### src/rtl/memory_arbiter_pkg.sv
// Shared types and constants for the CPU/DMA memory bus arbiter.
package memory_arbiter_pkg;

    localparam int unsigned ADDR_W = 16;
    localparam int unsigned DATA_W = 32;
    localparam int unsigned MASK_W = 4;

    typedef enum logic [1:0] {
        ST_IDLE  = 2'd0,
        ST_ISSUE = 2'd1,
        ST_WAIT  = 2'd2,
        ST_DONE  = 2'd3
    } state_t;

    localparam logic OWNER_CPU = 1'b0;
    localparam logic OWNER_DMA = 1'b1;

    localparam logic [MASK_W-1:0] MASK_NONE = 4'hf;

    typedef struct packed {
        logic [ADDR_W-1:0] addr;
        logic [DATA_W-1:0] data;
        logic [MASK_W-1:0] mask;
        logic              we;
    } bus_req_t;

    // Counter width able to hold 0..max_val, never narrower than one bit.
    function automatic int unsigned cnt_width(input int unsigned max_val);
        if (max_val < 2) return 1;
        return $clog2(max_val + 1);
    endfunction

endpackage

### src/rtl/memory_arbiter_pick.sv
// Combinational winner selection between the CPU and DMA requesters.
module memory_arbiter_pick
    import memory_arbiter_pkg::*;
#(
    parameter int unsigned CPU_PRIORITY = 1,
    parameter int unsigned STARVE_LIMIT = 4,
    parameter int unsigned STARVE_W     = 3
) (
    input  logic                i_cpu_req,
    input  logic                i_dma_req,
    input  logic                i_last_grant,
    input  logic [STARVE_W-1:0] i_starve_cnt,
    output logic                o_grant_dma_c,
    output logic                o_grant_valid_c
);

    always_comb begin
        o_grant_valid_c = i_cpu_req | i_dma_req;
        o_grant_dma_c   = i_dma_req;
        // Only a tie needs a policy; a lone requester always wins.
        if (i_cpu_req && i_dma_req) begin
            if (CPU_PRIORITY == 0) begin
                o_grant_dma_c = (i_last_grant == OWNER_CPU);
            end else begin
                o_grant_dma_c = (i_starve_cnt == STARVE_W'(STARVE_LIMIT));
            end
        end
    end

endmodule

### src/rtl/memory_arbiter.sv
// Shares one memory_bus port between CPU and DMA: grant, one-cycle issue,
// latency wait, data capture and a single-cycle ready pulse to the winner.
module memory_arbiter
    import memory_arbiter_pkg::*;
#(
    parameter int unsigned BUS_LATENCY  = 1,
    parameter int unsigned CPU_PRIORITY = 1,
    parameter int unsigned STARVE_LIMIT = 4
) (
    input  logic              clk,
    input  logic              reset,
    input  logic              cpu_req,
    input  logic [ADDR_W-1:0] cpu_address,
    input  logic              cpu_write_enable,
    input  logic [DATA_W-1:0] cpu_write_data,
    input  logic [MASK_W-1:0] cpu_write_mask,
    output logic              cpu_ready,
    output logic [DATA_W-1:0] cpu_read_data,
    input  logic              dma_req,
    input  logic [ADDR_W-1:0] dma_address,
    input  logic              dma_write_enable,
    input  logic [DATA_W-1:0] dma_write_data,
    input  logic [MASK_W-1:0] dma_write_mask,
    output logic              dma_ready,
    output logic [DATA_W-1:0] dma_read_data,
    output logic [ADDR_W-1:0] bus_address,
    output logic [DATA_W-1:0] bus_data_in,
    output logic [MASK_W-1:0] bus_write_mask,
    output logic              bus_enable,
    output logic              bus_write_enable,
    input  logic [DATA_W-1:0] bus_data_out,
    output logic              owner
);

    localparam int unsigned WAIT_W   = cnt_width(BUS_LATENCY - 1);
    localparam int unsigned STARVE_W = cnt_width(STARVE_LIMIT);

    state_t              r_state,      w_state_nxt;
    logic [WAIT_W-1:0]   r_wait_cnt,   w_wait_cnt_nxt;
    logic [STARVE_W-1:0] r_starve_cnt, w_starve_cnt_nxt;
    logic                r_last_grant, w_last_grant_nxt;
    bus_req_t            r_bus,        w_bus_nxt;
    logic                r_bus_en,     w_bus_en_nxt;
    logic                r_bus_we,     w_bus_we_nxt;
    logic                r_cpu_ready,  w_cpu_ready_nxt;
    logic                r_dma_ready,  w_dma_ready_nxt;
    logic [DATA_W-1:0]   r_cpu_rdata,  w_cpu_rdata_nxt;
    logic [DATA_W-1:0]   r_dma_rdata,  w_dma_rdata_nxt;
    logic                r_owner,      w_owner_nxt;

    bus_req_t w_cpu_fields;
    bus_req_t w_dma_fields;
    logic     w_grant_dma;
    logic     w_grant_valid;

    assign w_cpu_fields = '{addr: cpu_address, data: cpu_write_data,
                            mask: cpu_write_mask, we: cpu_write_enable};
    assign w_dma_fields = '{addr: dma_address, data: dma_write_data,
                            mask: dma_write_mask, we: dma_write_enable};

    memory_arbiter_pick #(
        .CPU_PRIORITY (CPU_PRIORITY),
        .STARVE_LIMIT (STARVE_LIMIT),
        .STARVE_W     (STARVE_W)
    ) u_pick (
        .i_cpu_req       (cpu_req),
        .i_dma_req       (dma_req),
        .i_last_grant    (r_last_grant),
        .i_starve_cnt    (r_starve_cnt),
        .o_grant_dma_c   (w_grant_dma),
        .o_grant_valid_c (w_grant_valid)
    );

    // Next-state and next-output logic.
    always_comb begin
        w_state_nxt      = r_state;
        w_wait_cnt_nxt   = r_wait_cnt;
        w_starve_cnt_nxt = r_starve_cnt;
        w_last_grant_nxt = r_last_grant;
        w_bus_nxt        = r_bus;
        w_bus_en_nxt     = 1'b0;
        w_bus_we_nxt     = 1'b0;
        w_cpu_ready_nxt  = 1'b0;
        w_dma_ready_nxt  = 1'b0;
        w_cpu_rdata_nxt  = r_cpu_rdata;
        w_dma_rdata_nxt  = r_dma_rdata;
        w_owner_nxt      = r_owner;

        case (r_state)
            ST_IDLE: begin
                if (!dma_req) w_starve_cnt_nxt = '0;
                if (w_grant_valid) begin
                    w_owner_nxt      = w_grant_dma;
                    w_last_grant_nxt = w_grant_dma;
                    w_bus_nxt        = w_grant_dma ? w_dma_fields : w_cpu_fields;
                    w_bus_en_nxt     = 1'b1;
                    w_bus_we_nxt     = w_grant_dma ? dma_write_enable : cpu_write_enable;
                    w_state_nxt      = ST_ISSUE;
                    if (w_grant_dma) begin
                        w_starve_cnt_nxt = '0;
                    end else if (dma_req && (r_starve_cnt != STARVE_W'(STARVE_LIMIT))) begin
                        w_starve_cnt_nxt = r_starve_cnt + STARVE_W'(1);
                    end
                end
            end
            ST_ISSUE: begin
                w_wait_cnt_nxt = WAIT_W'(BUS_LATENCY - 1);
                w_state_nxt    = ST_WAIT;
            end
            ST_WAIT: begin
                if (r_wait_cnt == '0) begin
                    if (r_owner == OWNER_DMA) begin
                        w_dma_rdata_nxt = bus_data_out;
                        w_dma_ready_nxt = 1'b1;
                    end else begin
                        w_cpu_rdata_nxt = bus_data_out;
                        w_cpu_ready_nxt = 1'b1;
                    end
                    w_state_nxt = ST_DONE;
                end else begin
                    w_wait_cnt_nxt = r_wait_cnt - WAIT_W'(1);
                end
            end
            ST_DONE: begin
                w_state_nxt = ST_IDLE;
            end
            default: begin
                w_state_nxt = ST_IDLE;
            end
        endcase
    end

    always_ff @(posedge clk) begin
        if (reset) begin
            r_state      <= ST_IDLE;
            r_wait_cnt   <= '0;
            r_starve_cnt <= '0;
            r_last_grant <= OWNER_DMA;
            r_bus        <= '{addr: '0, data: '0, mask: MASK_NONE, we: 1'b0};
            r_bus_en     <= 1'b0;
            r_bus_we     <= 1'b0;
            r_cpu_ready  <= 1'b0;
            r_dma_ready  <= 1'b0;
            r_cpu_rdata  <= '0;
            r_dma_rdata  <= '0;
            r_owner      <= OWNER_CPU;
        end else begin
            r_state      <= w_state_nxt;
            r_wait_cnt   <= w_wait_cnt_nxt;
            r_starve_cnt <= w_starve_cnt_nxt;
            r_last_grant <= w_last_grant_nxt;
            r_bus        <= w_bus_nxt;
            r_bus_en     <= w_bus_en_nxt;
            r_bus_we     <= w_bus_we_nxt;
            r_cpu_ready  <= w_cpu_ready_nxt;
            r_dma_ready  <= w_dma_ready_nxt;
            r_cpu_rdata  <= w_cpu_rdata_nxt;
            r_dma_rdata  <= w_dma_rdata_nxt;
            r_owner      <= w_owner_nxt;
        end
    end

    assign bus_address      = r_bus.addr;
    assign bus_data_in      = r_bus.data;
    assign bus_write_mask   = r_bus.mask;
    assign bus_enable       = r_bus_en;
    assign bus_write_enable = r_bus_we;
    assign cpu_ready        = r_cpu_ready;
    assign dma_ready        = r_dma_ready;
    assign cpu_read_data    = r_cpu_rdata;
    assign dma_read_data    = r_dma_rdata;
    assign owner            = r_owner;

endmodule

### config.mk
export PLATFORM = sky130hd
export DESIGN_NAME = memory_arbiter
export DESIGN_NICKNAME = d
export VERILOG_FILES = /design/src/rtl/memory_arbiter_pkg.sv /design/src/rtl/memory_arbiter_pick.sv /design/src/rtl/memory_arbiter.sv
export SDC_FILE = /design/constraint.sdc
export NUM_CORES = 1
export LEC_CHECK = 0
export ABC_AREA = 1
export BUFFER_PORTS_ARGS = -buffer_cell sky130_fd_sc_hd__buf_4
export CORE_MARGIN = 2
export CORE_UTILIZATION = 47
export CTS_BUF_LIST = sky130_fd_sc_hd__clkbuf_2
export DETAILED_ROUTE_END_ITERATION = 10
export HOLD_SLACK_MARGIN = 0.12
export PLACE_DENSITY_LB_ADDON = 0.15
export SLEW_MARGIN = 40
export SYNTH_ARGS = -nofsm -noshare
export SYNTH_HDL_FRONTEND = slang
export SYNTH_SLANG_ARGS = --single-unit
### constraint.sdc
create_clock -name clk -period 1.74 [get_ports clk]
set_input_delay 0.174 -clock clk [delete_from_list [all_inputs] [get_ports clk]]
set_output_delay 0.174 -clock clk [all_outputs]
set_load 0.01 [all_outputs]
==> results of run 1 <==
## worst register-to-register path: stages, from the launching register on
cell and delay, ps:
dfxtp_1 380, inv_1 70, ha_1 210, nand2_1 130
nand2_2 140, nand2_8 150, buf_4 210, nand3_1 110
nand3_1 100, nand2_1 70, inv_1 50
## flip-flops by register name, indices dropped and copies added, names as in the netlist
| register | cells |
|---|---|
| r_starve_cnt | 3 |
| dma_ready | 1 |
| bus_enable | 1 |
| dma_read_data | 32 |
| bus_write_mask | 4 |
| bus_write_enable | 1 |
| cpu_read_data | 32 |
| cpu_ready | 1 |
| owner | 1 |
| r_state | 2 |
| bus_data_in | 32 |
| bus_address | 16 |
## worst min path at each step
| stage | start | endpoint | slack (ps) | cells after the start |
|---|---|---|---|---|
| 3_3_place_gp | dma_write_mask[3] | bus_write_mask[3]$_SDFFE_PP1P_ | 380 | 3 |
| 3_5_place_dp | dma_write_mask[1] | bus_write_mask[1]$_SDFFE_PP1P_ | 390 | 3 |
| 5_1_grt | bus_data_out[11] | cpu_read_data[11]$_SDFFE_PP0P_ | 220 | 4 |
| 6_report | bus_data_out[21] | cpu_read_data[21]$_SDFFE_PP0P_ | 300 | 4 |
| 2_1_floorplan | cpu_write_mask[0] | bus_write_mask[0]$_SDFFE_PP1P_ | 300 | 2 |
| 4_1_cts | dma_write_mask[1] | bus_write_mask[1]$_SDFFE_PP1P_ | 210 | 4 |
## area by class of cell
| type | instances | share of cell area, % |
|---|---|---|
| inverter | 64 | 2.67 |
| clock inverter | 15 | 1.61 |
| antenna | 1 | 0.0276 |
| clock buffer | 17 | 0.937 |
| sequential | 126 | 27.8 |
| timing repair buffer | 428 | 39.9 |
| multi-input combinational | 489 | 25.2 |
| tap | 140 | 1.93 |
## per-layer routing
metal,up-vias,part of all wire (%),track usage (%)
met2,495,47,54.2
met5,-,0,0
met4,0,5.6,22.4
met3,122,12,14.7
li1,3177,-,-
met1,3070,35,36.9
## Yosys cell counts (all sizes together)
cell / number / share of area (%)
a21oi: 8 / 0.76
buf: 31 / 3.5
clkbuf: 26 / 1.8
dfxtp: 126 / 48
ha: 4 / 0.94
inv: 64 / 4.6
nand2: 112 / 8.0
nand3: 101 / 9.5
nand4: 49 / 5.8
nor2: 144 / 11
nor3: 1 / 0.094
o211ai: 1 / 0.14
o21ai: 69 / 6.5
## cells by family after synthesis
logic type      synth area share, %
fa+ha+maj                     0.945
buf+inv                        9.94
flops                          47.6
compound gates                 7.41
simple gates                   34.1
## what timing repair did
action / in CTS / in global routing
setup endpoints to repair: 0 / 50
gates resized for setup: 0 / 10
hold buffers: 141 / 0
endpoints found under the hold margin: 126 / 0
## per-stage QoR
step / hold WS [ps] / cell area, um^2 / TNS (ps) / utilization (%) / power [mW]
floorplan: 300 / 5300 / 0 / - / 6.22
global placement: 383 / 7390 / 0 / 67.6 / 7.95
detailed placement: 390 / 7390 / 0 / 67.6 / 8.00
CTS: 213 / 9030 / 0 / 82.6 / 10.0
global route: 221 / 9070 / -91.7 / 83.0 / 10.9
finish: 304 / 9080 / 0 / 83.0 / 10.3
## power by group
part | switching, mW | leakage (nW) | internal (mW) | total, mW
Combinational | 2.59 | 3.42 | 2.01 | 4.60
Clock | 1.15 | 0.126 | 0.645 | 1.79
Sequential | 0.342 | 1.03 | 3.53 | 3.87
Total | 4.08 | 4.58 | 6.18 | 10.3
==> qor.yml, run 1 <==
run_status:
  status: "complete, no violations"
critical_path:
  r2r-start: "r_starve_cnt[0]$_SDFFE_PP0N_"
  endpoint: "bus_data_in[31]$_SDFFE_PP0P_"
  crit_path_top_delay_cell: "dfxtp_1"
  critPathTopFamily: "simple AND/OR/NAND/NOR gates"
  critPathMaxStageDelay_ps: 380
  crit_fanout: 12
  endpoint_kind: "register"
  cp.arrival_ps: 2250
  crit_chain: "inv_1 > ha_1 > nand2_1 > nand2_2 > nand2_8 > buf_4 > nand3_1 > nand3_1 > nand2_1 > inv_1"
  cp_num_cells: 10
  cp-startpoint: "r_starve_cnt[0]$_SDFFE_PP0N_"
  reg2reg_to: "bus_data_in[31]$_SDFFE_PP0P_"
  regToRegSetupSlack_ps: 90
  cp-start-kind: "register"
  path_class: "reg2reg"
  critPathRequiredTime_ps: 2340
  crit_buf_inv: 3
  reg2regPathDepth: 10
routing:
  vias_per_cell: 5.36
  totalWireLength_mm: 21.1
  firstDrtPassIters: 8
  num_vias: 6864
  wl_per_cell_um: 16.5
  drtAntennaViolNets: 0
  remaining_drc_errors: 0
  drtIter0Drc: 873
yosys:
  synthCells: 736
  synth.distinct_cells: 21
  ys_seq_area_share_pct: 47.6
  yosysWarnings: 0
  syn_nets: 882
  yosys_register_bits: 126
  avgSynthCellArea_um2: 7.20
  synth_area_um2: 5300
timing:
  rsz0062_at_grt: "true"
  relSlewSlack_pct: 73.6
  finalCriticalPeriod_ps: 1650
  drv_slew: 0
  max_freq_mhz: 605
  worst_pin_slew_ps: 396
  fin_crit_sh_pct: 95.0
  skew_ps: 36.1
  hold_viol_final: 0
  finalSetupViolations: 0
  worst_slack_ps: 86.1
die:
  die_w_um: 110
  die_area_um2: 12100
  start_util_pct: 48.5
  core_area_um2: 10900
  die_h_um: 110
  top_level_ports: 263
  rows: 38
clocking:
  worstSkewPairLatency_ps: 640
  cts_tree: "built"
  h-tree-depth: 4
  numCtsBuffers: 17
  clock_path_buffers: 2
  path_clk_slew_ps: 210
  cts-root-buf: "clkbuf_2"
  cts_setup_buffers: 0
  clock-sinks: 126
power_and_ir_drop:
  leakage_nw: 4.58
  ir_drop_mv: 0.763
  power.density_nw_per_um2: 1130
worst_hold_path:
  worstHoldPathType: "in2reg"
global_route:
  grt_overflow_total: 0
  grt_antenna_before_repair: 1
  track_usage_pct: 34.0
  grt_pass1_vias: 6522
  grt_pass1_wl_mm: 31.7
  grt_max_degree: 66
placed_design:
  dp.cells: 1106
  dp_hpwl_mm: 11.2
  gp_congestion: 0.886
  portBuffers: 262
  place_ws_ps: 96.2
final_layout:
  final_common_cell: "buf_4"
  finish.net_count: 1272
  stdcell_count: 1280
  syn2layout_area_growth_pct: 71.3
  seq_area_um2: 2520
  fillers: 674
  multi_input_area_um2: 2280
  layout_common_cells: "buf_4 (282), dlygate4sd3_1 (141), nor2_1 (140)"
  drive_gt1_share_pct: 29.1
flow_run:
  cap_violations: 0
No activity file was read; power rests on OpenSTA's default activity.
==> inputs of run 2 (changes only) <==
- BUFFER_PORTS_ARGS: -buffer_cell sky130_fd_sc_hd__buf_4 -> default
- CORE_UTILIZATION: 47 -> 50
- DONT_BUFFER_PORTS: default -> 1
==> run 2 against run 1 <==
  * Register-to-register slack improved by 50 ps
  * Critical path depth down 1
  * Sequential share of layout area grew 8.1 points
  * Maximum frequency grew 3.4%
  * Total power fell by 15%
  * Highest routed layer unchanged
  * Design area fell by 23%
  * Non-clock buffer count down 272
  * Largest power group is now sequential cells
  * Largest cell class is now flip-flops and latches
==> qor.yml, run 2 (synthesis results as in run 1) <==
run_status:
  status: "complete, no violations"
die:
  core_area_um2: 10300  # -5.6%
  die_h_um: 107  # -2.9%
  top_level_ports: 263  # unchanged
  die_w_um: 107  # -2.9%
  rows: 37  # -2.6%
  start_util_pct: 51.3  # +2.9 points
  die_area_um2: 11400  # -5.8%
flow_run:
  cap_violations: 0  # unchanged
critical_path:
  critPathRequiredTime_ps: 2330  # about the same
  cp.arrival_ps: 2190  # -60 ps
  crit_fanout: 38  # +26
  path_class: "reg2reg"
  cp-start-kind: "register"
  endpoint_kind: "register"
final_layout:
  fillers: 794  # +18%
  finish.net_count: 1000  # -21%
  syn2layout_area_growth_pct: 32.7
  final_common_cell: "dlygate4sd3_1"
  layout_common_cells: "dlygate4sd3_1 (141), nor2_1 (140), dfxtp_1 (124)"
  fin_util_pct: 68.1  # -15 points
  drive_gt1_share_pct: 6.69  # -22 points
clocking:
  h-tree-depth: 4  # unchanged
  cts_tree: "built"
  path_clk_slew_ps: 170  # -40 ps
  numCtsBuffers: 17  # unchanged
  worstSkewPairLatency_ps: 650  # about the same
  clock_path_buffers: 2  # unchanged
  cts_setup_buffers: 0  # unchanged
  cts-root-buf: "clkbuf_2"
  clock-sinks: 126  # unchanged
routing:
  drtAntennaViolNets: 0  # unchanged
  wl_per_cell_um: 16.9  # +2.3%
  num_vias: 5544  # -19%
  remaining_drc_errors: 0  # unchanged
  firstDrtPassIters: 6  # -2
  totalWireLength_mm: 17.0  # -20%
  drtIter0Drc: 701  # -20%
  vias_per_cell: 5.52  # +3.0%
power_and_ir_drop:
  power.density_nw_per_um2: 1240  # +10%
  ir_drop_mv: 0.645  # -15%
  leakage_nw: 3.23  # -30%
placed_design:
  gp_congestion: 0.786  # -11%
  place_ws_ps: 176  # +80.0 ps
  portBuffers: 0  # -100%
  dp_hpwl_mm: 9.23  # -17%
timing:
  rsz0062_at_grt: "false"
  finalSetupViolations: 0  # unchanged
  relSlewSlack_pct: 68.9  # -4.7 points
  finalCriticalPeriod_ps: 1600  # -53.7 ps
  hold_viol_final: 0  # unchanged
  worst_slack_ps: 140  # +53.7 ps
  fin_crit_sh_pct: 92.0  # -3.1 points
  drv_slew: 0  # unchanged
  whs_ps: 183  # -120 ps
  skew_ps: 20.2  # -15.9 ps
  max_freq_mhz: 625  # +3.4%
  setup_tns_ps: 0  # unchanged
  worst_pin_slew_ps: 466  # +69.4 ps
global_route:
  grt_antenna_before_repair: 1  # unchanged
  grt.busiest_layer: "met2"
  grt.met1_usage_pct: 31.1  # -5.7 points
  grt_pass1_wl_mm: 26.1  # -18%
  grt_max_degree: 116  # +76%
  grt_util_met3_pct: 10.5  # -4.2 points
  grt_overflow_total: 0  # unchanged
  grt_pass1_vias: 5370  # -18%
  track_usage_pct: 28.4  # -5.6 points
  use_met2_pct: 48.7  # -5.4 points
worst_hold_path:
  worstHoldPathType: "in2reg"
==> run 2: where the power goes <==
part           switching (mW)  internal [mW]  leakage, nW
registers               0.754           3.53         1.03
logic                    1.81           1.07         2.07
clock network            1.07          0.513        0.125
total                    3.63           5.12         3.23
==> run 2: final timing paths <==
check,start,end,slack [ps],cells past startpoint
min,dma_write_mask[0],bus_write_mask[0]$_SDFFE_PP1P_,180,3
max reg2reg,r_starve_cnt[0]$_SDFFE_PP0N_,bus_data_in[1]$_SDFFE_PP0P_,140,9
max,r_starve_cnt[0]$_SDFFE_PP0N_,bus_data_in[1]$_SDFFE_PP0P_,140,9
min reg2reg,r_state[1]$_SDFFE_PP0P_,r_state[1]$_SDFFE_PP0P_,500,2
==> run 2: timing repair <==
item / in CTS / in global routing
hold buffers: 142 / 0
resized for setup: 0 / 5
setup endpoints to repair: 0 / 32
hold endpoints to repair: 126 / 0
==> run 2: metrics by stage <==
stage | std cells | power, mW | instance area (um^2)
floorplan | 736 | 6.22 | 5300
detailed placement | 828 | 6.79 | 5360
global placement | 828 | 6.70 | 5360
global route | 1004 | 9.31 | 7030
finish | 1004 | 8.75 | 7030
CTS | 1002 | 8.68 | 6990
==> run 2: worst max-delay path: stages, from the launching register on <==
cell and delay [ps]:
dfxtp_2 360, inv_1 90, ha_1 170, nand2_1 120
nand2_2 150, buf_12 210, nand4_1 180, nand3_1 120
nand2_1 70, inv_1 70
==> run 2: layout make-up <==
class / instances / area, um^2 / area share (%)
inverters: 64 / 245 / 3.49
repair buffers: 156 / 1630 / 23.2
clock buffers: 20 / 100 / 1.42
flip-flops and latches: 126 / 2520 / 35.9
clock inverters: 12 / 97.6 / 1.39
well taps: 136 / 170 / 2.42
multi-input cells: 489 / 2260 / 32.2
diodes: 1 / 2.50 / 0.0356
==> run 2: per-layer routing <==
layer | up-vias | routed length (um)
li1 | 2633 | -
met1 | 2481 | 6280
met2 | 360 | 8180
met3 | 70 | 1850
met4 | 0 | 656
met5 | - | 0
==> inputs of run 3 (changes only) <==
--- a/config.mk
+++ b/config.mk
@@ -14,4 +14,5 @@
 export HOLD_SLACK_MARGIN = 0.12
 export PLACE_DENSITY_LB_ADDON = 0.15
+export SKIP_LAST_GASP = 1
 export SLEW_MARGIN = 40
 export SYNTH_ARGS = -nofsm -noshare
==> constraint.sdc (replaced) <==
create_clock -name clk -period 1.74 [get_ports clk]
set_input_delay 0 -clock clk [delete_from_list [all_inputs] [get_ports clk]]
set_output_delay 0 -clock clk [all_outputs]
set_load 0.01 [all_outputs]
==> run 3 against run 2 <==
  * Synthesized cell count is the same
  * The run now fails in 4_1_cts
  * Area after synthesis did not move
==> qor.yml, run 3 <==
yosys:
  muxShareOfSynthArea_pct: 0  # unchanged
  synth-xor-area-share_pct: 0  # unchanged
  syn_nets: 882  # unchanged
  synth_compound_area_share_pct: 7.41  # unchanged
  avgSynthCellArea_um2: 7.20  # unchanged
  yosys.area_share.simple_pct: 34.1  # unchanged
  netlist.area_leader.share_pct: 47.6  # unchanged
  ys_seq_area_share_pct: 47.6  # unchanged
  synthFlopType: "dfxtp_1"
  post-synth-top-count-cell: "nor2_1"
  synth_top_cell_by_area: "dfxtp_1"
  synth_top_family_by_area: "simple AND/OR/NAND/NOR gates"
  synth_area_um2: 5300  # unchanged
  synthCells: 736  # unchanged
  yosysWarnings: 0  # unchanged
  ys_async_sr_fraction_pct: 0  # unchanged
  synth_top_cells_by_count: "nor2_1 (142), dfxtp_1 (126), nand2_1 (110)"
  synth_edf_count: 0  # unchanged
  yosys_register_bits: 126  # unchanged
  synth.distinct_cells: 21  # unchanged
  synth_fa_ha_area_share_pct: 0.945  # unchanged
  synth_area_leaders: "dfxtp_1 (48%), nor2_1 (10%), nand3_1 (9.5%)"
clocking:
  cts_setup_buffers: 0  # unchanged
  clock_path_buffers: 2  # unchanged
  clock-sinks: 126  # unchanged
  cts_hold_buf: 173  # +22%
  cts_resized: 0  # unchanged
  h-tree-depth: 4  # unchanged
  cts-root-buf: "clkbuf_2"
  numCtsBuffers: 17  # unchanged
die:
  start_util_pct: 51.3  # unchanged
  die_w_um: 107  # unchanged
  die_h_um: 107  # unchanged
  top_level_ports: 263  # unchanged
  rows: 37  # unchanged
placed_design:
  dp.cells: 829  # +0.12%
  dp_hpwl_mm: 9.52  # +3.2%
  portBuffers: 0  # unchanged
  gp_congestion: 0.846  # +7.6%
run_status:
  haltStage: "4_1_cts"
  error: "[ERROR RSZ-0060] Max buffer count reached."
  status: "aborted with a tool error"
run 3: cell counts after synthesis:
No cell type changed its count.
run 3: kinds of logic after synthesis:
logic type / after synthesis
and+or+nand+nor: 407
AOI/OAI and AO/OA: 78
DFF: 126
buffers and inverters: 121
adders and majority gates: 4
run 3: metrics by stage:
stage / utilization [%] / cell area [um^2] / hold slack [ps] / worst slack (ps)
floorplan: - / 5300 / 126 / 336
detailed placement: 52.0 / 5370 / 73.7 / 146
global placement: 52.0 / 5370 / 74.9 / 223
==> inputs of run 4 (changes only) <==
- CORE_UTILIZATION: 50 -> 35
- CTS_BUF_LIST: sky130_fd_sc_hd__clkbuf_2 -> default
- HOLD_SLACK_MARGIN: 0.12 -> default
==> run 4 against run 3 <==
  * The flow now finishes without violations
==> qor.yml, run 4 (synthesis results as in run 1) <==
global_route:
  grt_pass1_wl_mm: 26.4
  grt_antenna_before_repair: 0
  track_usage_pct: 20.6
  grt_overflow_total: 0
  grt_max_degree: 55
  grt_pass1_vias: 5296
timing:
  fin_crit_sh_pct: 91.3
  max_freq_mhz: 629
  drv_slew: 0
  hold_viol_final: 0
  worst_pin_slew_ps: 516
  rsz0062_at_grt: "false"
  relSlewSlack_pct: 65.5
  finalCriticalPeriod_ps: 1590
  finalSetupViolations: 0
  skew_ps: 5.74
  setup_tns_ps: 0
clocking:
  path_clk_slew_ps: 60
  clock-sinks: 126  # unchanged
  h-tree-depth: 4  # unchanged
  cts_tree: "built"
  cts_setup_buffers: 0  # unchanged
  numCtsBuffers: 17  # unchanged
  clock_path_buffers: 2  # unchanged
  worstSkewPairLatency_ps: 420
  cts-root-buf: "clkbuf_16"
routing:
  firstDrtPassIters: 5
  num_vias: 5383
  totalWireLength_mm: 17.0
  remaining_drc_errors: 0
  drtIter0Drc: 284
  vias_per_cell: 5.13
  drtAntennaViolNets: 0
  wl_per_cell_um: 16.2
critical_path:
  cp-start-kind: "register"
  cp_num_cells: 10
  reg2regPathDepth: 10
  crit_chain: "inv_1 > ha_1 > nand2_1 > nand2_2 > nand2_4 > buf_12 > nand3_1 > nand3_1 > nand2_1 > inv_1"
  reg2reg_to: "bus_data_in[16]$_SDFFE_PP0P_"
  critPathTopFamily: "simple AND/OR/NAND/NOR gates"
  crit_path_top_delay_cell: "dfxtp_1"
  crit_buf_inv: 3
  cp-startpoint: "r_starve_cnt[1]$_SDFFE_PP0N_"
  cp.arrival_ps: 1950
  endpoint_kind: "register"
  critPathRequiredTime_ps: 2100
  crit_fanout: 37
  path_class: "reg2reg"
  r2r-start: "r_starve_cnt[1]$_SDFFE_PP0N_"
  critPathMaxStageDelay_ps: 360
  endpoint: "bus_data_in[16]$_SDFFE_PP0P_"
  regToRegSetupSlack_ps: 150
final_layout:
  finish.net_count: 999
  layout_common_cells: "nor2_1 (141), dlygate4sd3_1 (141), dfxtp_1 (126)"
  antenna_cells: 0
  syn2layout_area_growth_pct: 41.3
  drive_gt1_share_pct: 6.47
worst_hold_path:
  worstHoldPathType: "in2reg"
  hold_depth: 6
  min_from: "cpu_req"
die:
  rows: 44  # +19%
  top_level_ports: 263  # unchanged
  start_util_pct: 36.2  # -15 points
  die_area_um2: 16100
  core_area_um2: 14600
  die_w_um: 127  # +19%
  die_h_um: 127  # +19%
flow_run:
  cap_violations: 0
power_and_ir_drop:
  ir_drop_mv: 0.744
  power.density_nw_per_um2: 1450
  leakage_nw: 3.40
  power_mw: 10.8
placed_design:
  gp_congestion: 0.781  # -7.6%
  dp_hpwl_mm: 10.2  # +6.7%
  portBuffers: 0  # unchanged
run_status:
  status: "complete, no violations"
-- run 4: worst min-delay path by stage --
stage	to	slack, ps
CTS	bus_write_enable$_SDFF_PP0_	30
global placement	owner$_SDFFE_PP0P_	80
floorplan	bus_write_mask[0]$_SDFFE_PP1P_	130
global route	bus_address[8]$_SDFFE_PP0P_	100
finish	bus_address[6]$_SDFFE_PP0P_	40
detailed placement	owner$_SDFFE_PP0P_	80
-- run 4: layer usage --
layer | part of all wire [%] | wire (um) | vias up | global-route usage [%]
li1 | - | - | 2627 | -
met1 | 38 | 6480 | 2417 | 21.5
met2 | 48 | 8180 | 292 | 36.3
met3 | 11 | 1840 | 47 | 8.84
met4 | 2.8 | 467 | 0 | 8.66
met5 | 0 | 0 | - | 0
-- run 4: worst min-delay path, stage by stage --
cell,delay (ps)
nand2_2,70
nand2_4,130
nand3_1,80
nand3_1,60
nand2_1,40
inv_1,40
-- run 4: what timing repair did --
| item | in CTS | in global routing |
|---|---|---|
| endpoints found under the hold margin | 126 | 0 |
| setup endpoints to repair | 0 | 32 |
| hold buffers | 142 | 0 |
| resized for setup | 0 | 3 |
-- run 4: layout make-up --
class,count,area (um^2)
Clock inverter,12,158
Fill cell,1354,7150
Inverter,64,245
Clock buffer,20,467
Multi-Input combinational cell,489,2260
Timing Repair Buffer,155,1610
Sequential cell,126,2520
Tap cell,184,230
-- run 4: metrics by stage --
stage	area, um^2	cells	setup slack (ps)	hold WS [ps]	utilization [%]
floorplan	5300	736	336	126	-
global placement	5420	876	179	76.1	37.0
detailed placement	5420	876	141	76.9	37.0
CTS	7480	1050	110	28.3	51.1
global route	7490	1050	6.16	95.4	51.1
finish	7490	1050	151	42.1	51.1
-- run 4: power breakdown --
part           internal (mW)  switching (mW)
Sequential              3.54           0.752
Clock                   2.38            1.33
Combinational           1.06            1.78
Total                   6.98            3.86
